## src/rtl/mem_stage.sv

```systemverilog
// Memory-access stage: retires ALU results and performs load/store over a
// req/ack handshake with a timeout guard, emitting one writeback record per instruction.
module mem_stage #(
  parameter int unsigned TIMEOUT = 15,
  parameter int unsigned RD_LSB  = 9
) (
  input  logic        clk,
  input  logic        rst,
  input  logic        in_valid,
  output logic        in_ready,
  input  logic [15:0] aluresult,
  input  logic [15:0] instrin,
  input  logic [15:0] stdata,
  input  logic        isld,
  input  logic        isst,
  input  logic        iswb,
  output logic        mem_req,
  output logic        mem_we,
  output logic [15:0] mem_addr,
  output logic [15:0] mem_wdata,
  input  logic        mem_ack,
  input  logic [15:0] mem_rdata,
  output logic        out_valid,
  output logic [15:0] out_instr,
  output logic        wb_en,
  output logic [2:0]  wb_rd,
  output logic [15:0] wb_data,
  output logic        err
);

  typedef enum logic [0:0] {IDLE = 1'b0, MEM = 1'b1} state_t;

  localparam logic [7:0] TO_LAST = 8'(TIMEOUT - 1);

  state_t      r_state, w_state_nxt;
  logic [7:0]  r_wait, w_wait_nxt;
  logic [15:0] r_addr, w_addr_nxt;
  logic [15:0] r_wdata, w_wdata_nxt;
  logic [15:0] r_instr, w_instr_nxt;
  logic        r_we, w_we_nxt;
  logic        r_err, w_err_nxt;
  logic        r_out_valid, w_out_valid_nxt;
  logic [15:0] r_out_instr, w_out_instr_nxt;
  logic        r_wb_en, w_wb_en_nxt;
  logic [2:0]  r_wb_rd, w_wb_rd_nxt;
  logic [15:0] r_wb_data, w_wb_data_nxt;
  logic        w_accept;

  assign w_accept = in_valid && (r_state == IDLE);

  always_ff @(posedge clk) begin
    if (rst) begin
      r_state     <= IDLE;
      r_wait      <= 8'd0;
      r_addr      <= 16'd0;
      r_wdata     <= 16'd0;
      r_instr     <= 16'd0;
      r_we        <= 1'b0;
      r_err       <= 1'b0;
      r_out_valid <= 1'b0;
      r_out_instr <= 16'd0;
      r_wb_en     <= 1'b0;
      r_wb_rd     <= 3'd0;
      r_wb_data   <= 16'd0;
    end else begin
      r_state     <= w_state_nxt;
      r_wait      <= w_wait_nxt;
      r_addr      <= w_addr_nxt;
      r_wdata     <= w_wdata_nxt;
      r_instr     <= w_instr_nxt;
      r_we        <= w_we_nxt;
      r_err       <= w_err_nxt;
      r_out_valid <= w_out_valid_nxt;
      r_out_instr <= w_out_instr_nxt;
      r_wb_en     <= w_wb_en_nxt;
      r_wb_rd     <= w_wb_rd_nxt;
      r_wb_data   <= w_wb_data_nxt;
    end
  end

  always_comb begin
    w_state_nxt     = r_state;
    w_wait_nxt      = r_wait;
    w_addr_nxt      = r_addr;
    w_wdata_nxt     = r_wdata;
    w_instr_nxt     = r_instr;
    w_we_nxt        = r_we;
    w_err_nxt       = r_err;
    w_out_valid_nxt = 1'b0;
    w_out_instr_nxt = r_out_instr;
    w_wb_en_nxt     = 1'b0;
    w_wb_rd_nxt     = r_wb_rd;
    w_wb_data_nxt   = r_wb_data;
    case (r_state)
      IDLE: begin
        if (w_accept) begin
          if (isld || isst) begin
            w_state_nxt = MEM;
            w_wait_nxt  = 8'd0;
            w_addr_nxt  = aluresult;
            w_wdata_nxt = stdata;
            w_instr_nxt = instrin;
            // Both flags set is illegal: it runs as a load and flags the error.
            w_we_nxt    = isst && !isld;
            if (isld && isst) begin
              w_err_nxt = 1'b1;
            end else begin
              w_err_nxt = r_err;
            end
          end else begin
            w_out_valid_nxt = 1'b1;
            w_out_instr_nxt = instrin;
            w_wb_en_nxt     = iswb;
            w_wb_rd_nxt     = instrin[RD_LSB +: 3];
            w_wb_data_nxt   = aluresult;
          end
        end else begin
          w_state_nxt = IDLE;
        end
      end
      MEM: begin
        // An ack on the final wait cycle takes precedence over the timeout.
        if (mem_ack) begin
          w_state_nxt     = IDLE;
          w_out_valid_nxt = 1'b1;
          w_out_instr_nxt = r_instr;
          w_wb_rd_nxt     = r_instr[RD_LSB +: 3];
          if (r_we) begin
            w_wb_en_nxt   = 1'b0;
            w_wb_data_nxt = 16'd0;
          end else begin
            w_wb_en_nxt   = 1'b1;
            w_wb_data_nxt = mem_rdata;
          end
        end else if (r_wait == TO_LAST) begin
          w_state_nxt     = IDLE;
          w_out_valid_nxt = 1'b1;
          w_out_instr_nxt = r_instr;
          w_wb_rd_nxt     = r_instr[RD_LSB +: 3];
          w_wb_en_nxt     = 1'b0;
          w_wb_data_nxt   = 16'd0;
          w_err_nxt       = 1'b1;
        end else begin
          w_wait_nxt = r_wait + 8'd1;
        end
      end
      default: begin
        w_state_nxt = IDLE;
      end
    endcase
  end

  assign in_ready  = (r_state == IDLE);
  assign mem_req   = (r_state == MEM);
  assign mem_we    = (r_state == MEM) && r_we;
  assign mem_addr  = r_addr;
  assign mem_wdata = r_wdata;
  assign out_valid = r_out_valid;
  assign out_instr = r_out_instr;
  assign wb_en     = r_wb_en;
  assign wb_rd     = r_wb_rd;
  assign wb_data   = r_wb_data;
  assign err       = r_err;

endmodule

```

## config.mk

```make
export PLATFORM = sky130hd
export DESIGN_NAME = mem_stage
export DESIGN_NICKNAME = d
export VERILOG_FILES = /design/src/rtl/mem_stage.sv
export SDC_FILE = /design/constraint.sdc
export NUM_CORES = 1
export LEC_CHECK = 0
export CORE_AREA = 5 5 97 99
export CTS_CLUSTER_DIAMETER = 100
export DETAILED_ROUTE_END_ITERATION = 8
export DIE_AREA = 0 0 102 104
export GPL_ROUTABILITY_DRIVEN = 0
export GPL_TIMING_DRIVEN = 0
export PLACE_DENSITY = 0.84
export SYNTH_ARGS = -nofsm -noshare
export SYNTH_HDL_FRONTEND = slang
export SYNTH_SLANG_ARGS = --single-unit
```

## constraint.sdc

```tcl
create_clock -name clk -period 3.3 [get_ports clk]
set_input_delay 0.66 -clock clk [delete_from_list [all_inputs] [get_ports clk]]
set_output_delay 0.66 -clock clk [all_outputs]
set_load 0.02 [all_outputs]
```

### Word level (Yosys, flattened, before mapping)

Cells that the tools add are included.

* bits in registers: 96
* bits of input ports: 71
* word-level logic and storage cells: 75

* add/sub/neg operators: 1
* equal/unequal tests: 9
* multiplexer cells: 42
* bitwise operators: 1
* reduce and logical (&&, ||, !) cells: 10

Operator list (count)
* $mux 16: 9
* $pmux 16 s2: 2
* $mux 8: 4
* $mux 1: 17
* $pmux 8 s2: 1
* $mux 3: 4
* $add 8x1->8 const B: 1
* $eq 8x4->1 const B: 1
* $ne 2x1->1 const B: 4
* $pmux 1 s2: 4
* $ne 2x2->1 const B: 3
* $pmux 3 s2: 1
* $reduce_and 3->1: 2
* $reduce_and 5->1: 1
* $logic_and 1x1->1: 4
* $reduce_and 4->1: 1
* $ne 3x2->1 const B: 1
* $logic_not 1->1: 1
* $logic_or 1x1->1: 1
* $not 1->1: 1

### Logic depth before layout (Yosys ltp)

Gate-level depths: netlist of run 1.

* depth after elaboration: 5
* mapped depth: 7
* gate-level depth less buffers: 6

### Worst setup path before layout of run 1

Ideal clock, no wire load.

* path kind: in2reg
* start point: input isst
* end point: register r_wb_data[10], in the netlist wb_data[10]
* arrival time: 1.843 ns
* data required time: 3.168 ns
* path slack: 1.325 ns
* stages on the path: 6
* buffers on the path: 2
* path through: or4b_1 > buf_2 > o211a_4 > buf_6 > a221oi_2 > nor3_1

* word-level cells in the longest chain between the ends: 3

RTL lines
* from (decl): RTL line 15 `input logic isst,`
* $logic_or 1x1->1: RTL line 97 `if (isld || isst) begin`
* $ne 2x2->1 (no source line)
* $reduce_and 3->1 (no source line)
* to (signal assigned): RTL line 77 `r_wb_data <= w_wb_data_nxt;`
* to (decl): RTL line 46 `logic [15:0] r_wb_data, w_wb_data_nxt;`

Every way passes these cells.
A chain may end at the register's enable or synchronous reset.

### Final worst setup path of run 1

* start point: register r_state, in the netlist mem_req
* end point: output in_ready

* word-level cells in the longest chain between the ends: 1

RTL lines
* from (decl): RTL line 35 `state_t r_state, w_state_nxt;`
* from (signal assigned): RTL line 66 `r_state <= w_state_nxt;`
* $not 1->1 (no source line)
* to (decl): RTL line 10 `output logic in_ready,`

Every way passes these cells.

==> impl_results.rst, run 1 <==
.. list-table::
   :header-rows: 1

   * - Metric
     - Value
   * - Status
     - finished, final reports clean
   * - Prevailing post-synth register cell
     - dfxtp_1
   * - Number of buffers and inverters on the critical path
     - 4
   * - Post-Route M1 WL
     - 4.97 mm
   * - Maximum fanout encountered on the critical timing path
     - 10
   * - Slowest Stage Delay on Critical Path
     - 0.74 ns
   * - Class of the worst hold path
     - register to register
   * - Highest ir drop seen on vdd
     - 0.315 mV
   * - Global-route wire length before repair
     - 19.8 mm
   * - Diode insertion count for antenna repair
     - 0
   * - Area of the mapped netlist
     - 3940 um^2
   * - Register area share after synthesis
     - 47.3%
   * - Setup TNS Final
     - 0 ns
   * - Number of routed nets with antenna violations
     - 0
   * - Combined global-route utilization of all metal layers
     - 23.1%
   * - Clock tree from TritonCTS
     - built
   * - Number of warnings printed during yosys synthesis
     - 0
   * - Post-cts hold buffer count
     - 0
   * - Proportion of layout cells with a drive suffix above 1
     - 7.24%
   * - Clk Tree Root Cell
     - clkbuf_8
   * - Antenna violations before repair
     - 0
   * - CTS H-Tree Depth
     - 3
   * - Slowest cell on the critical path
     - clkdlybuf4s50_1
   * - Number of buffers inserted to repair setup after CTS
     - 0
   * - FF+latch area
     - 1860 um^2
   * - RSZ-0062 raised after global routing
     - no
   * - Required time at the worst-slack endpoint
     - 2.64 ns
   * - Kind of start point of the critical path
     - register
   * - Number of global-route vias before repair
     - 4033
   * - Setup Viol. Count Final
     - 0
   * - Crit path arrival time
     - 2.48 ns
   * - Chip height
     - 104 um
   * - Number of clock buffers inserted by TritonCTS
     - 9
   * - DR iter-0 viols
     - 312
   * - Synthesized instance count
     - 491
   * - Fraction of synthesis flops using an asynchronous set or reset pin
     - 0%
   * - Post-placement cell area
     - 5500 um^2
   * - Synthesized area per cell
     - 8.02 um^2
   * - Critical path start-end classification
     - register to primary output
   * - CTS Sinks
     - 93
   * - Via density
     - 5.54
   * - Max cap viols
     - 0
   * - Pin count of the biggest net entering global routing
     - 17
   * - Nets in the synthesized netlist
     - 564
   * - FMAX
     - 319 MHz
   * - Drt pass-1 iters
     - 5
   * - Transition time at the pin with the least slew margin
     - 0.739 ns
   * - Fillers
     - 696
   * - Count of final hold-check violations
     - 0
   * - Count of pins on the block boundary
     - 144
   * - Layout-stage area growth over the synthesis result
     - 44.2%
   * - Top-area cell type share of the netlist area
     - 47.3%
   * - DR vias
     - 4193
   * - Slew Limit Headroom
     - 50.7%
   * - Critical Path Sink Type
     - primary output
   * - Grt ovf
     - 0
   * - Routed wire length on met3
     - 1.29 mm
   * - Worst hold slack across all endpoints
     - 0.457 ns
   * - Shortest clock period the worst path allows after layout
     - 3.14 ns
   * - EDFF count, synth
     - 0
   * - CTS clk-pin slew, worst paths
     - 0.09 ns
   * - Initial cell density of the core
     - 46.5%
   * - Uppermost routed layer
     - met4
   * - Routed wire per std cell
     - 16.6 um
   * - Final critical-path share of the clock period
     - 95.1%
   * - Number of distinct standard cells referenced by the synthesized netlist
     - 42
   * - Detailed placer's ending HPWL
     - 9.27 mm
   * - DR DRC count
     - 0
   * - Number of max-slew violations in the final report
     - 0
   * - Later-pin clock latency in the skew report
     - 0.36 ns
   * - Post-Route Skew
     - 0.0103 ns
   * - Total chip power
     - 2.53 mW
   * - Area taken by multi-input logic gates
     - 1880 um^2
   * - Biggest area contributors in the synthesized netlist
     - dfxtp_1, nand2_1, a21oi_1
   * - Number of buffers on the longest clock path
     - 2
   * - Site Rows
     - 34
   * - Met2 layer wire length in the routed design
     - 6.12 mm
   * - Final WL
     - 12.6 mm
   * - Synth area leader
     - dfxtp_1
   * - Final non-filler cell area
     - 5680 um^2
   * - Area of the core region
     - 8470 um^2
   * - NumNets Final
     - 717
   * - Count of instances resized after the clock tree is built
     - 0
   * - Leakage dissipation
     - 1.99 nW
   * - Die span in x
     - 102 um
   * - Flip-flop and latch count after synthesis
     - 93
   * - Cell breakdown of the critical path
     - buf_2, inv_1, buf_1, clkdlybuf4s50_1
   * - Cell family with most CP delay
     - buffers and inverters
   * - Floorplan die area
     - 10600 um^2
   * - Port Buffer Count
     - 142
   * - Pwr/cell area
     - 445 nW/um^2
[power by group]
part	leakage (nW)	internal (mW)	switching, mW
clock network	0.0909	0.305	0.420
registers	0.762	1.19	0.0443
logic	1.14	0.267	0.300
[through the flow]
stage | util, % | cells | worst slack (ns)
final | 67.1 | 757 | 0.163
after floorplan | - | 491 | 1.32
after detailed placement | 64.9 | 741 | 0.570
after global placement | 64.9 | 741 | 0.554
after global routing | 67.1 | 757 | 0.0676
after CTS | 67.1 | 757 | 0.143
[final timing paths]
check	from	endpoint	slack [ns]	cells past startpoint
max	mem_req	in_ready	0.16	4
min	mem_addr[10]	mem_addr[10]	0.46	2
max reg2reg	r_wait[0]	out_instr[9]	1.25	7
min reg2reg	mem_addr[10]	mem_addr[10]	0.46	2
[cells by family (layout without fill, tap and decap cells)]
family	after synthesis	after routing	synth area share [%]
simple gates	249	249	28.2
flops	93	93	47.3
compound gates	105	105	19.0
fa+ha+maj	2	2	0.635
buf+inv	42	200	4.99
[area by class of cell]
cell class,count,area share (%)
well taps,108,2.38
flip-flops and latches,93,32.8
inverters,2,0.132
repair buffers,142,25.0
multi-input cells,356,33.1
clock inverters,5,0.749
plain buffers,40,3.33
clock buffers,11,2.49
[registers in the layout, indices dropped and copies added, names as in the netlist]
name       flops
mem_addr      16
mem_wdata     16
out_instr     16
r_instr       16
wb_data       16
r_wait         8
err            1
mem_req        1
out_valid      1
r_we           1
wb_en          1
[Yosys cell counts, types with 2 or more instances]
library cell	n
nand2_1	165
a31oi_1	6
inv_1	2
or3_1	3
buf_2	10
nand3_1	11
nand2b_1	3
nor2_1	19
a221oi_1	7
and2_1	2
and3_1	16
nor3_1	17
a221oi_2	9
or4_1	2
clkbuf_1	19
a21oi_1	56
a311oi_1	16
buf_4	5
o21ai_0	2
ha_1	2
buf_1	5
a21o_1	2
dfxtp_1	93
[worst register-to-register path: cells and delay by family, from the launching register on]
kind / cells / cell delay [ns]
buffers and inverters: 2 / 0.37
flip-flops: 1 / 0.36
AND/OR/NAND/NOR: 2 / 0.48
adder cells (fa/ha/maj): 1 / 0.16
AO/OA/AOI/OAI: 2 / 0.60
[per-layer routing]
metal,vias to the layer above,GRT usage [%]
li1,2015,-
met1,1951,28.3
met2,209,38.4
met3,18,6.37
met4,0,8.06
met5,-,0
[layout by cell type, fill, tap and decap left out, drive strengths merged, types with 6 or more instances in the layout]
| cell | instances |
|---|---|
| clkbuf | 30 |
| a221oi | 16 |
| a311oi | 16 |
| clkdlybuf4s50 | 142 |
| nor2 | 20 |
| and3 | 16 |
| dfxtp | 93 |
| nand2 | 165 |
| a21oi | 57 |
| nand3 | 11 |
| nor3 | 17 |
| buf | 21 |
| a31oi | 6 |
Note: power is estimated with default switching activity, not from simulation.
==> run 2, diff against run 1 <==
CORE_AREA = 5 5 95 97   (was 5 5 97 99)
DIE_AREA = 0 0 100 102   (was 0 0 102 104)
DONT_BUFFER_PORTS = 1   (was not set)
PLACE_DENSITY = not set   (was 0.84)
==> run 2 against run 1 <==
Against the previous run: sequential share of layout area increased by 10 points; clock skew down 0.00099 ns; total power down 0.37%; combinational power decreased by 53%; hold slack worse by 0.067 ns; clock power up 28%; die area down 3.8%; via count is 16% lower; utilization down 13 points; setup slack improved by 0.52 ns; critical path type unchanged; largest cell class unchanged.
==> impl_results.rst, run 2 (synthesis gave the netlist of run 1 again) <==
.. list-table::
   :header-rows: 1

   * - Metric
     - Value
   * - Status
     - finished, final reports clean
   * - Number of global-route vias before repair
     - 3547 (-12%)
   * - CTS Sinks
     - 93 (unchanged)
   * - Count of instances resized after the clock tree is built
     - 0 (unchanged)
   * - Transition time at the pin with the least slew margin
     - 0.937 ns (+0.198 ns)
   * - Setup TNS Final
     - 0 ns (unchanged)
   * - Number of routed nets with antenna violations
     - 0 (unchanged)
   * - Final critical-path share of the clock period
     - 79.3% (-16 points)
   * - DR iter-0 viols
     - 141 (-55%)
   * - Routed wire per std cell
     - 18.8 um (+13%)
   * - Worst hold slack across all endpoints
     - 0.390 ns (-0.0672 ns)
   * - Proportion of layout cells with a drive suffix above 1
     - 9.27% (+2.0 points)
   * - Most common cell after layout, fill and taps aside
     - nand2_1
   * - Drt pass-1 iters
     - 5 (unchanged)
   * - Global-route wire length before repair
     - 18.1 mm (-8.3%)
   * - Worst Reg-to-Reg Cells
     - 6 (-1)
   * - Grt ovf
     - 0 (unchanged)
   * - Area of the core region
     - 8050 um^2 (-4.9%)
   * - Shortest clock period the worst path allows after layout
     - 2.62 ns (-0.520 ns)
   * - Count of final hold-check violations
     - 0 (unchanged)
   * - RSZ-0062 raised after global routing
     - no
   * - Maximum fanout encountered on the critical timing path
     - 10 (unchanged)
   * - CTS clk-pin slew, worst paths
     - 0.09 ns (about the same)
   * - Number of clock buffers inserted by TritonCTS
     - 9 (unchanged)
   * - Highest ir drop seen on vdd
     - 0.292 mV (-7.2%)
   * - Clock tree from TritonCTS
     - built
   * - Chip height
     - 102 um (-1.9%)
   * - Critical Path Sink Type
     - primary output
   * - Slew Limit Headroom
     - 37.6% (-13 points)
   * - Combined global-route utilization of all metal layers
     - 22.4% (-0.65 points)
   * - Port Buffer Count
     - 0 (-100%)
   * - Setup Viol. Count Final
     - 0 (unchanged)
   * - Commonest cells after routing, fill and taps aside
     - nand2_1, dfxtp_1, a21oi_1
   * - Leakage dissipation
     - 1.50 nW (-25%)
   * - DR DRC count
     - 0 (unchanged)
   * - NumNets Final
     - 575 (-20%)
   * - Crit Reg-Reg Endpoint
     - out_instr[2]
   * - Floorplan die area
     - 10200 um^2 (-3.8%)
   * - Worst reg-to-reg setup slack
     - 1.13 ns (-0.12 ns)
   * - Post-Route Skew
     - 0.00927 ns (-0.000987 ns)
   * - Count of pins on the block boundary
     - 144 (unchanged)
   * - Final WL
     - 11.5 mm (-8.3%)
   * - Antenna violations before repair
     - 0 (unchanged)
   * - Capture point of the critical path
     - in_ready
   * - Worst reg2reg path startpoint
     - mem_req
   * - Crit path arrival time
     - 1.96 ns (-0.52 ns)
   * - Max cap viols
     - 0 (unchanged)
   * - Pin count of the biggest net entering global routing
     - 16 (-1)
   * - CTS H-Tree Depth
     - 3 (unchanged)
   * - Critical path start-end classification
     - register to primary output
   * - Diode insertion count for antenna repair
     - 0 (unchanged)
   * - Post-cts hold buffer count
     - 0 (unchanged)
   * - Layout-stage area growth over the synthesis result
     - 9.62%
   * - Critical hold path startpoint
     - isld
   * - Required time at the worst-slack endpoint
     - 2.64 ns (about the same)
   * - Crit path from
     - mem_req
   * - Clk Tree Root Cell
     - clkbuf_8
   * - Kind of start point of the critical path
     - register
   * - Number of buffers on the longest clock path
     - 2 (unchanged)
   * - FMAX
     - 382 MHz (+20%)
   * - Number of max-slew violations in the final report
     - 0 (unchanged)
   * - Pwr/cell area
     - 584 nW/um^2 (+31%)
   * - Number of buffers inserted to repair setup after CTS
     - 0 (unchanged)
   * - Initial cell density of the core
     - 48.9% (+2.4 points)
   * - Via density
     - 5.79 (+4.5%)
   * - Later-pin clock latency in the skew report
     - 0.36 ns (about the same)
   * - Class of the worst hold path
     - primary input to register
   * - Die span in x
     - 100 um (-2.0%)
   * - Site Rows
     - 33 (-2.9%)
   * - DR vias
     - 3543 (-16%)
   * - Detailed placer's ending HPWL
     - 8.38 mm (-9.6%)
-- run 2: routing by layer --
| metal | up-vias | GRT usage, % | part of all wire [%] |
|---|---|---|---|
| li1 | 1719 | - | - |
| met1 | 1670 | 26.7 | 40 |
| met2 | 139 | 37.0 | 48 |
| met3 | 15 | 8.87 | 11 |
| met4 | 0 | 8.19 | 1.3 |
| met5 | - | 0 | 0 |
-- run 2: worst max-delay path: stages (launching register included) --
cell     delay, ns
dfxtp_1       0.41
buf_2         0.24
inv_1         0.22
buf_1         0.74
-- run 2: area by class of cell --
cell class / count / area (um^2)
clock inverter: 5 / 106
sequential: 93 / 1860
inverter: 2 / 7.51
clock buffer: 11 / 141
fill: 797 / 3730
multi-input combinational: 356 / 1880
tap: 105 / 131
buffer: 40 / 189
-- run 2: worst min-delay path by stage --
stage                      end  slack [ns]  cells after the start
global placement    r_instr[6]        0.44                      2
detailed placement  r_instr[0]        0.45                      2
global route              r_we        0.38                      1
finish                    r_we        0.39                      1
floorplan           r_instr[0]        0.44                      2
CTS                       r_we        0.38                      1
-- run 2: where the power goes --
group	internal, mW	total [mW]	switching, mW
clock	0.529	0.931	0.403
sequential	1.19	1.32	0.127
combinational	0.0960	0.268	0.172
total	1.82	2.52	0.702
-- run 2: metrics by stage --
step | utilization [%] | area (um^2) | cells | power, mW | setup WS [ns]
floorplan | - | 3940 | 491 | 1.54 | 1.32
global placement | 50.6 | 4070 | 596 | 1.61 | 1.03
detailed placement | 50.6 | 4070 | 596 | 1.62 | 1.05
CTS | 53.6 | 4320 | 612 | 2.54 | 0.654
global route | 53.6 | 4320 | 612 | 2.63 | 0.550
finish | 53.6 | 4320 | 612 | 2.52 | 0.682
==> variant: new RTL, config.mk and constraints of run 1 <==
`r_addr`, `r_wdata`, `r_instr`, `r_out_instr` and `r_wb_data` no longer have a reset.
--- a/src/rtl/mem_stage.sv
+++ b/src/rtl/mem_stage.sv
@@ -54,5 +54,2 @@
       r_wait      <= 8'd0;
-      r_addr      <= 16'd0;
-      r_wdata     <= 16'd0;
-      r_instr     <= 16'd0;
       r_we        <= 1'b0;
@@ -60,6 +57,4 @@
       r_out_valid <= 1'b0;
-      r_out_instr <= 16'd0;
       r_wb_en     <= 1'b0;
       r_wb_rd     <= 3'd0;
-      r_wb_data   <= 16'd0;
     end else begin
@@ -67,5 +62,2 @@
       r_wait      <= w_wait_nxt;
-      r_addr      <= w_addr_nxt;
-      r_wdata     <= w_wdata_nxt;
-      r_instr     <= w_instr_nxt;
       r_we        <= w_we_nxt;
@@ -73,7 +65,13 @@
       r_out_valid <= w_out_valid_nxt;
-      r_out_instr <= w_out_instr_nxt;
       r_wb_en     <= w_wb_en_nxt;
       r_wb_rd     <= w_wb_rd_nxt;
-      r_wb_data   <= w_wb_data_nxt;
     end
+  end
+
+  always_ff @(posedge clk) begin
+    r_addr      <= w_addr_nxt;
+    r_wdata     <= w_wdata_nxt;
+    r_instr     <= w_instr_nxt;
+    r_out_instr <= w_out_instr_nxt;
+    r_wb_data   <= w_wb_data_nxt;
   end
Formal check against the unedited RTL: not equivalent (Yosys sat finds a counterexample within 4 cycles, from zero or initial values and one cycle with rst high).
==> variant against run 1 <==
  * Power increased by 5.0%
  * First-iteration DRC count is 58% lower
  * Sequential share of layout area grew 18 points
  * Critical path depth unchanged
  * Routed wire length decreased by 26%
  * Setup slack better by 0.20 ns
  * Sequential cell count increased by 3
  * Highest routed layer unchanged
  * Sequential power grew 15%
  * Cell area decreased by 4.9%
  * Synthesized area shrank 8.5%
==> variant: results (changes against run 1) <==
grt_first_pass_wirelength_um: 14100  # was 19800 um
synthAdderAreaFrac_pct: 0.694  # was 0.635%
reg2reg_slack_ns: 0.97  # was 1.25 ns
grt_max_degree: 34  # was 17
initialDrtViolationCount: 131  # was 312
max-slew-margin-rel_pct: 38.4  # was 50.7%
reg2reg_to: "out_instr[12]$_DFFE_PP_"  # was out_instr[9]$_SDFFE_PP0P_
grt_pass1_vias: 2612  # was 4033
ys_seq_area_share_pct: 75.5  # was 47.3%
synth_compound_area_share_pct: 8.67  # was 19.0%
synth.area.top_cells: "edfxtp_1, dfxtp_1, mux2_2"  # was dfxtp_1, nand2_1, a21oi_1
drive_gt1_share_pct: 12.3  # was 7.24%
combPwrFrac_pct: 14.6  # was 22.4%
via_per_inst: 5.26  # was 5.54
place_ws_ns: -0.183  # was 0.570 ns
vdd_ir_drop_max_uv: 198  # was 315 uV
status: "complete, no violations"  # unchanged
critPathMaxStageDelay_ns: 0.60  # was 0.74 ns
hold_end: "wb_rd[0]$_SDFFE_PP0P_"  # was mem_addr[10]$_SDFFE_PP0P_
clock_power_share_pct: 32.0  # was 28.6%
switching_share_pct: 23.5  # was 30.2%
syn_avg_cell_area_sq_um: 16.9  # was 8.02 sq um
ys_types: 41  # was 42
place_area_sq_mm: 0.00518  # was 0.00550 sq mm
ff2ff_path_depth: 2  # was 7
[variant: cell types whose count changed in the layout (fill, tap and decap cells not counted), moves of 49 or more]
cell | run 1 | this run
nand2_1 | 165 | 10
edfxtp_1 | 0 | 80
dfxtp_1 | 93 | 16
a21oi_1 | 56 | 7
[variant: layout make-up]
cell class | instances | area [sq um]
fill | 644 | 3060
multi-input combinational | 108 | 840
sequential | 96 | 2720
clock inverter | 6 | 91.3
buffer | 7 | 33.8
timing repair buffer | 143 | 1440
tap | 108 | 135
clock buffer | 10 | 128
inverter | 3 | 11.3
[variant: per-layer routing]
metal | GRT usage (%) | share of wire [%]
met5 | 0 | 0
met4 | 5.81 | 1.3
met3 | 3.96 | 8.5
met2 | 31.5 | 52
met1 | 20.3 | 38
[variant: worst max-delay path, delay by kind of cell (launching register included)]
kind,cells,cell delay (ns)
flops,1,0.45
buf+inv,3,1.25
simple gates,1,0.21
